===== src/rtl/uart_rx_core_pkg.sv =====
// Shared UART receive constants: FSM state encodings, sub-slot counts and the bit vote.
// The transmit FSM imports the same package so both halves agree on encodings.
package uart_rx_core_pkg;

  typedef enum logic [2:0] {
    UART_RX_IDLE  = 3'd0,
    UART_RX_START = 3'd1,
    UART_RX_DATA  = 3'd2,
    UART_RX_BIT9  = 3'd3,
    UART_RX_STOP  = 3'd4
  } rx_state_e;

  localparam int unsigned UART_SLOTS_DIV3 = 3;
  localparam int unsigned UART_SLOTS_DIV4 = 4;

  function automatic logic maj3(input logic a, input logic b, input logic c);
    return (a & b) | (a & c) | (b & c);
  endfunction

endpackage


===== src/rtl/uart_rx_core_sync.sv =====
// Metastability synchroniser for the asynchronous uart_rx pin plus a falling-edge detector.
// All flops reset to 1 so a reset never manufactures a start edge on an idle line.
module uart_rx_core_sync #(
  parameter int unsigned SYNC_STAGES = 2
) (
  input  logic i_clk,
  input  logic i_rst,
  input  logic i_rx,
  output logic o_rx_s,
  output logic o_fall
);

  logic [SYNC_STAGES-1:0] r_sync;
  logic                   r_dly;

  always_ff @(posedge i_clk) begin
    if (i_rst) begin
      r_sync <= '1;
      r_dly  <= 1'b1;
    end else begin
      r_sync <= {r_sync[SYNC_STAGES-2:0], i_rx};
      r_dly  <= r_sync[SYNC_STAGES-1];
    end
  end

  assign o_rx_s = r_sync[SYNC_STAGES-1];
  assign o_fall = r_dly & ~r_sync[SYNC_STAGES-1];

endmodule


===== src/rtl/uart_rx_core.sv =====
// Receive half of the UART: sub-slot oversampling, majority vote per bit, frame FSM
// and the pending/framing/overrun flag logic seen by the register layer.
module uart_rx_core
  import uart_rx_core_pkg::*;
#(
  parameter int unsigned SYNC_STAGES = 2,
  parameter int unsigned BAUD_W      = 16
) (
  input  logic              i_sys_clk,
  input  logic              i_sys_rst,
  input  logic              i_uart_en,
  input  logic [BAUD_W-1:0] i_uart_baud,
  input  logic              i_uart_div_sel,
  input  logic              i_uart_prty_en,
  input  logic              i_baud_tick,
  input  logic              i_uart_rx,
  input  logic              i_rxpnd_clr,
  output logic [7:0]        o_rx_data,
  output logic              o_rx_bit9,
  output logic              o_uart_rxpnd,
  output logic              o_uart_ferr,
  output logic              o_uart_ovf,
  output logic              o_rx_busy
);

  logic              w_rx_s;
  logic              w_fall;
  rx_state_e         r_state;
  rx_state_e         w_state_nxt;
  logic [BAUD_W-1:0] r_tick_cnt;
  logic [1:0]        r_slot_cnt;
  logic [1:0]        r_smp;
  logic [1:0]        w_nslot_m1;
  logic [2:0]        r_bit_cnt;
  logic [7:0]        r_sr;
  logic              r_bit9;
  logic              w_slot_end;
  logic              w_bit_end;
  logic              w_vote;
  logic              w_load;
  logic              w_pnd_eff;
  logic              w_cnt_clr;
  logic [7:0]        r_rx_data;
  logic              r_rx_bit9;
  logic              r_rxpnd;
  logic              r_ferr;
  logic              r_ovf;

  uart_rx_core_sync #(
    .SYNC_STAGES (SYNC_STAGES)
  ) u_sync (
    .i_clk  (i_sys_clk),
    .i_rst  (i_sys_rst),
    .i_rx   (i_uart_rx),
    .o_rx_s (w_rx_s),
    .o_fall (w_fall)
  );

  assign w_nslot_m1 = i_uart_div_sel ? 2'(UART_SLOTS_DIV3 - 1) : 2'(UART_SLOTS_DIV4 - 1);
  assign w_slot_end = i_baud_tick & (r_tick_cnt == i_uart_baud) & (r_state != UART_RX_IDLE);
  assign w_bit_end  = w_slot_end & (r_slot_cnt == w_nslot_m1);
  // The last three sub-slots of a bit vote: two held in r_smp, the third is live.
  assign w_vote     = maj3(r_smp[1], r_smp[0], w_rx_s);
  assign w_cnt_clr  = i_sys_rst | ~i_uart_en | (r_state == UART_RX_IDLE);

  always_comb begin
    w_state_nxt = r_state;
    w_load      = 1'b0;
    unique case (r_state)
      UART_RX_IDLE: begin
        if (w_fall) w_state_nxt = UART_RX_START;
      end
      UART_RX_START: begin
        if (w_bit_end) w_state_nxt = w_vote ? UART_RX_IDLE : UART_RX_DATA;
      end
      UART_RX_DATA: begin
        if (w_bit_end && (r_bit_cnt == 3'd7)) begin
          w_state_nxt = i_uart_prty_en ? UART_RX_BIT9 : UART_RX_STOP;
        end
      end
      UART_RX_BIT9: begin
        if (w_bit_end) w_state_nxt = UART_RX_STOP;
      end
      UART_RX_STOP: begin
        if (w_bit_end) begin
          w_state_nxt = UART_RX_IDLE;
          w_load      = 1'b1;
        end
      end
      default: w_state_nxt = UART_RX_IDLE;
    endcase
    if (!i_uart_en) begin
      w_state_nxt = UART_RX_IDLE;
      w_load      = 1'b0;
    end
  end

  always_ff @(posedge i_sys_clk) begin
    if (i_sys_rst) r_state <= UART_RX_IDLE;
    else           r_state <= w_state_nxt;
  end

  always_ff @(posedge i_sys_clk) begin
    if (w_cnt_clr) begin
      r_tick_cnt <= '0;
      r_slot_cnt <= '0;
      r_bit_cnt  <= '0;
      r_smp      <= '0;
    end else begin
      if (i_baud_tick) r_tick_cnt <= w_slot_end ? '0 : r_tick_cnt + BAUD_W'(1);
      if (w_slot_end) begin
        r_smp      <= {r_smp[0], w_rx_s};
        r_slot_cnt <= w_bit_end ? 2'd0 : r_slot_cnt + 2'd1;
      end
      if (w_bit_end && (r_state == UART_RX_DATA)) r_bit_cnt <= r_bit_cnt + 3'd1;
    end
  end

  always_ff @(posedge i_sys_clk) begin
    if (i_sys_rst) begin
      r_sr   <= '0;
      r_bit9 <= 1'b0;
    end else if (w_bit_end) begin
      if (r_state == UART_RX_DATA) r_sr   <= {w_vote, r_sr[7:1]};
      if (r_state == UART_RX_BIT9) r_bit9 <= w_vote;
    end
  end

  // A clear arriving with a load is applied first, so that load is not an overrun.
  assign w_pnd_eff = r_rxpnd & ~i_rxpnd_clr;

  always_ff @(posedge i_sys_clk) begin
    if (i_sys_rst) begin
      r_rx_data <= '0;
      r_rx_bit9 <= 1'b0;
      r_rxpnd   <= 1'b0;
      r_ferr    <= 1'b0;
      r_ovf     <= 1'b0;
    end else begin
      if (i_rxpnd_clr) begin
        r_rxpnd <= 1'b0;
        r_ovf   <= 1'b0;
      end
      if (w_load) begin
        if (!w_pnd_eff) begin
          r_rx_data <= r_sr;
          r_rx_bit9 <= i_uart_prty_en & r_bit9;
          r_ferr    <= ~w_vote;
          r_rxpnd   <= 1'b1;
        end else begin
          r_ovf <= 1'b1;
        end
      end
    end
  end

  assign o_rx_data    = r_rx_data;
  assign o_rx_bit9    = r_rx_bit9;
  assign o_uart_rxpnd = r_rxpnd;
  assign o_uart_ferr  = r_ferr;
  assign o_uart_ovf   = r_ovf;
  assign o_rx_busy    = (r_state != UART_RX_IDLE);

endmodule


===== config.mk =====
export PLATFORM = sky130hd
export DESIGN_NAME = uart_rx_core
export DESIGN_NICKNAME = d
export VERILOG_FILES = /design/src/rtl/uart_rx_core_pkg.sv /design/src/rtl/uart_rx_core_sync.sv /design/src/rtl/uart_rx_core.sv
export SDC_FILE = /design/constraint.sdc
export NUM_CORES = 1
export LEC_CHECK = 0
export BUFFER_PORTS_ARGS = -buffer_cell sky130_fd_sc_hd__clkbuf_2
export CAP_MARGIN = 40
export CORE_MARGIN = 2
export CORE_UTILIZATION = 56
export DETAILED_ROUTE_END_ITERATION = 10
export PLACE_DENSITY = 0.79
export SLEW_MARGIN = 10
export SYNTH_ARGS = -nofsm -noshare
export SYNTH_HDL_FRONTEND = slang
export SYNTH_SLANG_ARGS = --single-unit

===== constraint.sdc =====
create_clock -name i_sys_clk -period 2.5 [get_ports i_sys_clk]
set_input_delay 0 -clock i_sys_clk [delete_from_list [all_inputs] [get_ports i_sys_clk]]
set_output_delay 0 -clock i_sys_clk [all_outputs]
set_load 0.01 [all_outputs]

* After elaboration in Yosys (flattened, before gate mapping)
Index checks and enable logic that the tools add are counted.
Storage, ports and cells: bits in registers 50, output and inout port bits 13, word-level logic and storage cells 76
Operators by class: $add $sub $neg 3, equality and inequality tests 12, multiplexer cells 20, bitwise logic cells 18, reduce and logical (&&, ||, !) cells 9
Operators by type and width (number):
- two-way mux 3 bit | 6
- adder 16 x 1 -> 16 bit (second input constant) | 1
- == test 16 bit | 1
- two-way mux 16 bit | 1
- case mux 3 bit (5 select lines) | 1
- two-way mux 1 bit | 10
- bitwise AND 1 bit | 9
- != test 2 bit (second input constant) | 4
- == test 3 x 2 -> 1 bit (second input constant) | 2
- == test 3 bit (second input constant) | 2
- AND reduction 2 bit | 3
- inverter 1 bit | 5
- AND reduction 5 bit | 1
- two-way mux 2 bit | 2
- OR 1 bit | 4
- adder 3 x 1 -> 3 bit (second input constant) | 1
- == test 3 x 1 -> 1 bit (second input constant) | 1
- zero test 3 bit | 1
- nonzero test 3 bit | 1
- adder 2 x 1 -> 2 bit (second input constant) | 1
- == test 2 bit | 1
- logical AND 1 bit | 2
- != test 2 x 1 -> 1 bit (second input constant) | 1
- OR reduction 2 bit | 1

* Logic depth before layout (Yosys ltp)
word-level depth 8, gate-level depth with buffers 8, gate-level depth less buffers 7

* Modules after synthesis
A second synthesis with hierarchy kept.
Second synthesis, totals: cells, all modules 275, area, all modules 2352.3 µm²
Modules (own cells, without submodules):
- uart_rx_core | times used 1, cells each 268, area an instance 2267.2 µm², seq. area each 940.9 µm²
- uart_rx_core_sync | times used 1, cells each 7, area an instance 85.1 µm², seq. area each 60.1 µm²

* Least setup slack after synthesis
No wires, ideal clock.
kind register to register, from register r_state[0], to register r_state[2], setup time 88 ps, arrival time 1761 ps, setup slack 650 ps, cell stages (with the launch flop) 8, buffers on the path 2, path through dfxtp_1 or3_1 buf_4 nand4_1 or3_1 buf_2 or3_1 o32ai_2
Between the ends: word-level cells in the longest chain between the ends 6
RTL lines:
- start: declaration | RTL line uart_rx_core.sv:28 | rx_state_e r_state;
- start signal: assignment | RTL line uart_rx_core.sv:100 | else r_state <= w_state_nxt;
- nonzero test 3 bit *
- net o_rx_busy | RTL line uart_rx_core.sv:23 | output logic o_rx_busy
- bitwise AND 1 bit * | RTL line uart_rx_core.sv:60 | assign w_slot_end = i_baud_tick & (r_tick_cnt == i_uart_baud) & (r_state != UART_RX_IDLE);
- bitwise AND 1 bit * | RTL line uart_rx_core.sv:61 | assign w_bit_end = w_slot_end & (r_slot_cnt == w_nslot_m1);
- logical AND 1 bit | RTL line uart_rx_core.sv:77 | if (w_bit_end && (r_bit_cnt == 3'd7)) begin
- != test 2 bit (no source line)
- AND reduction 5 bit (no source line) *
Mark *: on every way through the listed nets, which the timed path passes. The rest lies on a longest branch. A chain may end at the register's enable or synchronous reset.

* Worst setup path in the final report
from register r_tick_cnt[1], to register r_state[2]
Between the ends: word-level cells in the longest chain between the ends 7
RTL lines:
- start: declaration | RTL line uart_rx_core.sv:30 | logic [BAUD_W-1:0] r_tick_cnt;
- start signal: assignment | RTL line uart_rx_core.sv:110 | if (i_baud_tick) r_tick_cnt <= w_slot_end ? '0 : r_tick_cnt + BAUD_W'(1);
- == test 16 bit * | RTL line uart_rx_core.sv:60
- bitwise AND 1 bit * (2 in a row) | RTL line uart_rx_core.sv:60
- bitwise AND 1 bit * | RTL line uart_rx_core.sv:61
- logical AND 1 bit | RTL line uart_rx_core.sv:77
- != test 2 bit (no source line)
- AND reduction 5 bit (no source line) *
Every way passes the cells marked *; elsewhere a longest branch is shown, timed or not.

==> key figures <==
Power and ir drop
  – Pleak: 1.11 nW
  – PD cells: 511 nW/um2
  – Peak VDD IR: 0.373 mV
  – PnR Total Power: 0.00143 W

STA
  – Setup TNS: 0 ns
  – Min Tclk post-route: 2.06 ns
  – Fin. max-slew vios: 0
  – RSZ-0062 raised after global routing: no
  – Worst Tran Pin Value: 0.609 ns
  – Final hold viol count: 0
  – Fmax: 484 MHz
  – Clock Skew: 0.00753 ns
  – Final period util: 82.6%
  – Slew HR: 59.1%
  – Final setup vio count: 0

Yosys
  – Post-synthesis sequential area ratio: 41.6%
  – Synth Cell Area: 2410 um2
  – Synth Net Count: 290
  – Yosys warning total: 0
  – Post-Syn Area per Cell: 9.16 um2
  – Main synth FF type: dfxtp_1
  – Unique cell type count in the Yosys netlist: 43
  – #FFs+latches synth: 50
  – Async set-reset flop share out of synthesis: 0%
  – Number of flops mapped to enable cells by yosys: 0
  – Post-Synthesis Cells: 263

Detailed routing
  – Via count: 1948
  – WL final: 4830 um
  – Vias/cell: 5.46
  – Final ANT Viol Nets: 0
  – DR pass1 iterations: 4
  – DR DRC count: 0
  – Drt wl/cell: 13.5 um
  – First-iteration detailed-routing DRC count: 176

Critical path
  – Crit end category: flop
  – Worst Path Arrival: 2.29 ns
  – Critical-path cell list: xnor2_1, nand4_1, or3_1, or3_1, o32ai_2
  – Worst EP required: 2.72 ns
  – Top cell by count, worst path: or3_1
  – Crit path largest cell delay: 0.55 ns
  – CP startpoint kind: flop
  – Cell with the biggest individual delay on the critical path: or3_1
  – Setup CP Type: flop to flop
  – CP max FO: 10

Die
  – Die height: 69.6 um
  – Placeable core region: 4060 um2
  – Die area: 4840 um2
  – Starting Density: 59.4%
  – IO Pins: 37
  – Row Count: 23
  – Die X: 69.6 um

Clock network
  – Sink Count: 50
  – Clk pin slew, worst setup/hold paths: 0.09 ns
  – H-tree depth: 2
  – Skew-Pair Late Insertion Delay: 0.30 ns
  – CTS tree: yes
  – Post-CTS resize count: 0
  – TritonCTS Buffers: 5
  – Clock buffer depth: 2
  – Clock Root Buffer: clkbuf_8

Layout
  – Syn-to-layout area delta: 16.1%
  – Antenna cells: 0
  – Final nets: 333
  – Share of post-route cells with drive strength above 1: 18.9%

GRT
  – Largest net degree at the start of global routing: 28
  – Tot GR Track Use: 20.5%
  – Initial antenna violation count: 0
  – Vias in the first global route: 1817
  – Global-route wire length before repair: 8100 um
  – Grt total ovfl: 0

Min path
  – Hold crit path type: input pin to flop

Placement
  – Hpwl dp: 3630 um
  – Placer Congestion: 0.947
  – I/O Buffers: 36

Flow run
  – Max cap viols: 0

Outcome
  – Outcome: finished, final reports clean
-- timing repair --
item	4_1_cts	5_1_grt
hold buffers	3	0
buffers inserted	0	0
hold endpoints to repair	3	0
-- layout by cell type, fill, tap and decap left out, drive strengths merged, types with 2 or more instances in the layout --
| master | instances |
|---|---|
| nor4 | 4 |
| nand2 | 18 |
| nor2b | 2 |
| inv | 5 |
| xnor2 | 22 |
| a21oi | 8 |
| and4 | 2 |
| xor2 | 7 |
| ha | 3 |
| a31oi | 2 |
| nand4 | 10 |
| nor3 | 8 |
| buf | 7 |
| or2 | 3 |
| nand3 | 11 |
| o21ai | 5 |
| dfxtp | 50 |
| or3 | 4 |
| and2 | 2 |
| and3 | 2 |
| nand4b | 2 |
| clkbuf | 42 |
| dlygate4sd3 | 3 |
| nand2b | 25 |
| mux2i | 22 |
| nor2 | 22 |
-- per-stage QoR --
step | hold WS (ns) | util (%) | setup slack (ns) | area, um2 | instances
global route | 0.0838 | 68.9 | 0.278 | 2800 | 357
floorplan | 0.0793 | - | 0.650 | 2410 | 263
CTS | 0.0594 | 68.9 | 0.441 | 2800 | 357
global placement | 0.187 | 65.4 | 0.542 | 2660 | 346
finish | 0.0603 | 68.9 | 0.436 | 2800 | 357
detailed placement | 0.193 | 65.4 | 0.504 | 2660 | 346
-- area by class of cell --
class / count / area (um2)
clock buffer: 6 / 72.6
clock inverter: 2 / 37.5
fill: 323 / 1260
inverter: 5 / 18.8
multi-input combinational: 198 / 1340
sequential: 50 / 1000
tap: 50 / 62.6
timing repair buffer: 46 / 263
-- sequential cells by signal, indices dropped and copies added (netlist names) --
register	flops
r_smp	2
o_uart_rxpnd	1
o_rx_bit9	1
u_sync.r_dly	1
u_sync.r_sync	2
o_uart_ovf	1
r_slot_cnt	2
r_tick_cnt	16
r_bit9	1
o_rx_data	8
r_sr	8
r_state	3
o_uart_ferr	1
r_bit_cnt	3
-- per-layer routing --
layer	routed length [um]	up-vias	global-route usage [%]	share of wire, %
met5	0	-	0	0
met4	50	0	6.32	1.0
met3	214	6	4.07	4.4
met2	2240	44	33.2	46
met1	2320	896	27.7	48
li1	-	1002	-	-
-- report_power, final --
group          internal [W]  leakage, nW  switching, W
logic             0.0000380        0.659     0.0000358
registers          0.000798        0.403    0.00000156
clock network      0.000298       0.0514      0.000257
-- synth_stat cells (6+ instances only) --
cell type  count  area, um2
nand3_1       11       55.1
xnor2_1       22        193
xor2_1         7       61.3
dfxtp_1       50       1000
a21oi_1        8       40.0
nand2_1       18       67.6
buf_2          6       30.0
nand4_1       10       62.6
mux2i_1       22        220
nor2_1        22       82.6
nor3_1         7       35.0
nand2b_1      25        156
-- worst max-delay path: cells and delay by family, from the launching register on --
kind | cells | cell delay, ns
simple gates | 3 | 1.17
xor+xnor | 1 | 0.14
compound gates | 1 | 0.24
flops | 1 | 0.44
-- logic make-up (layout without fill, tap and decap cells) --
group	count (synthesis)	after routing	synth area share, %
compound gates	24	24	7.12
xor+xnor	29	29	10.5
flops	50	50	41.6
buf+inv	15	59	2.81
fa+ha+maj	4	4	1.97
simple gates	119	119	26.9
mux	22	22	9.14
-- worst paths after layout --
path	start	endpoint	slack, ns	cells after the start
min	i_uart_div_sel	r_slot_cnt[0]$_SDFFE_PP0N_	0.06	4
min reg2reg	u_sync.r_sync[0]$_SDFF_PP1_	u_sync.r_sync[1]$_SDFF_PP1_	0.43	1
max	r_tick_cnt[1]$_SDFFE_PP0P_	r_state[2]$_SDFFE_PP0P_	0.44	5
max reg2reg	r_tick_cnt[1]$_SDFFE_PP0P_	r_state[2]$_SDFFE_PP0P_	0.44	5
Power figures use the tool's default switching activity.
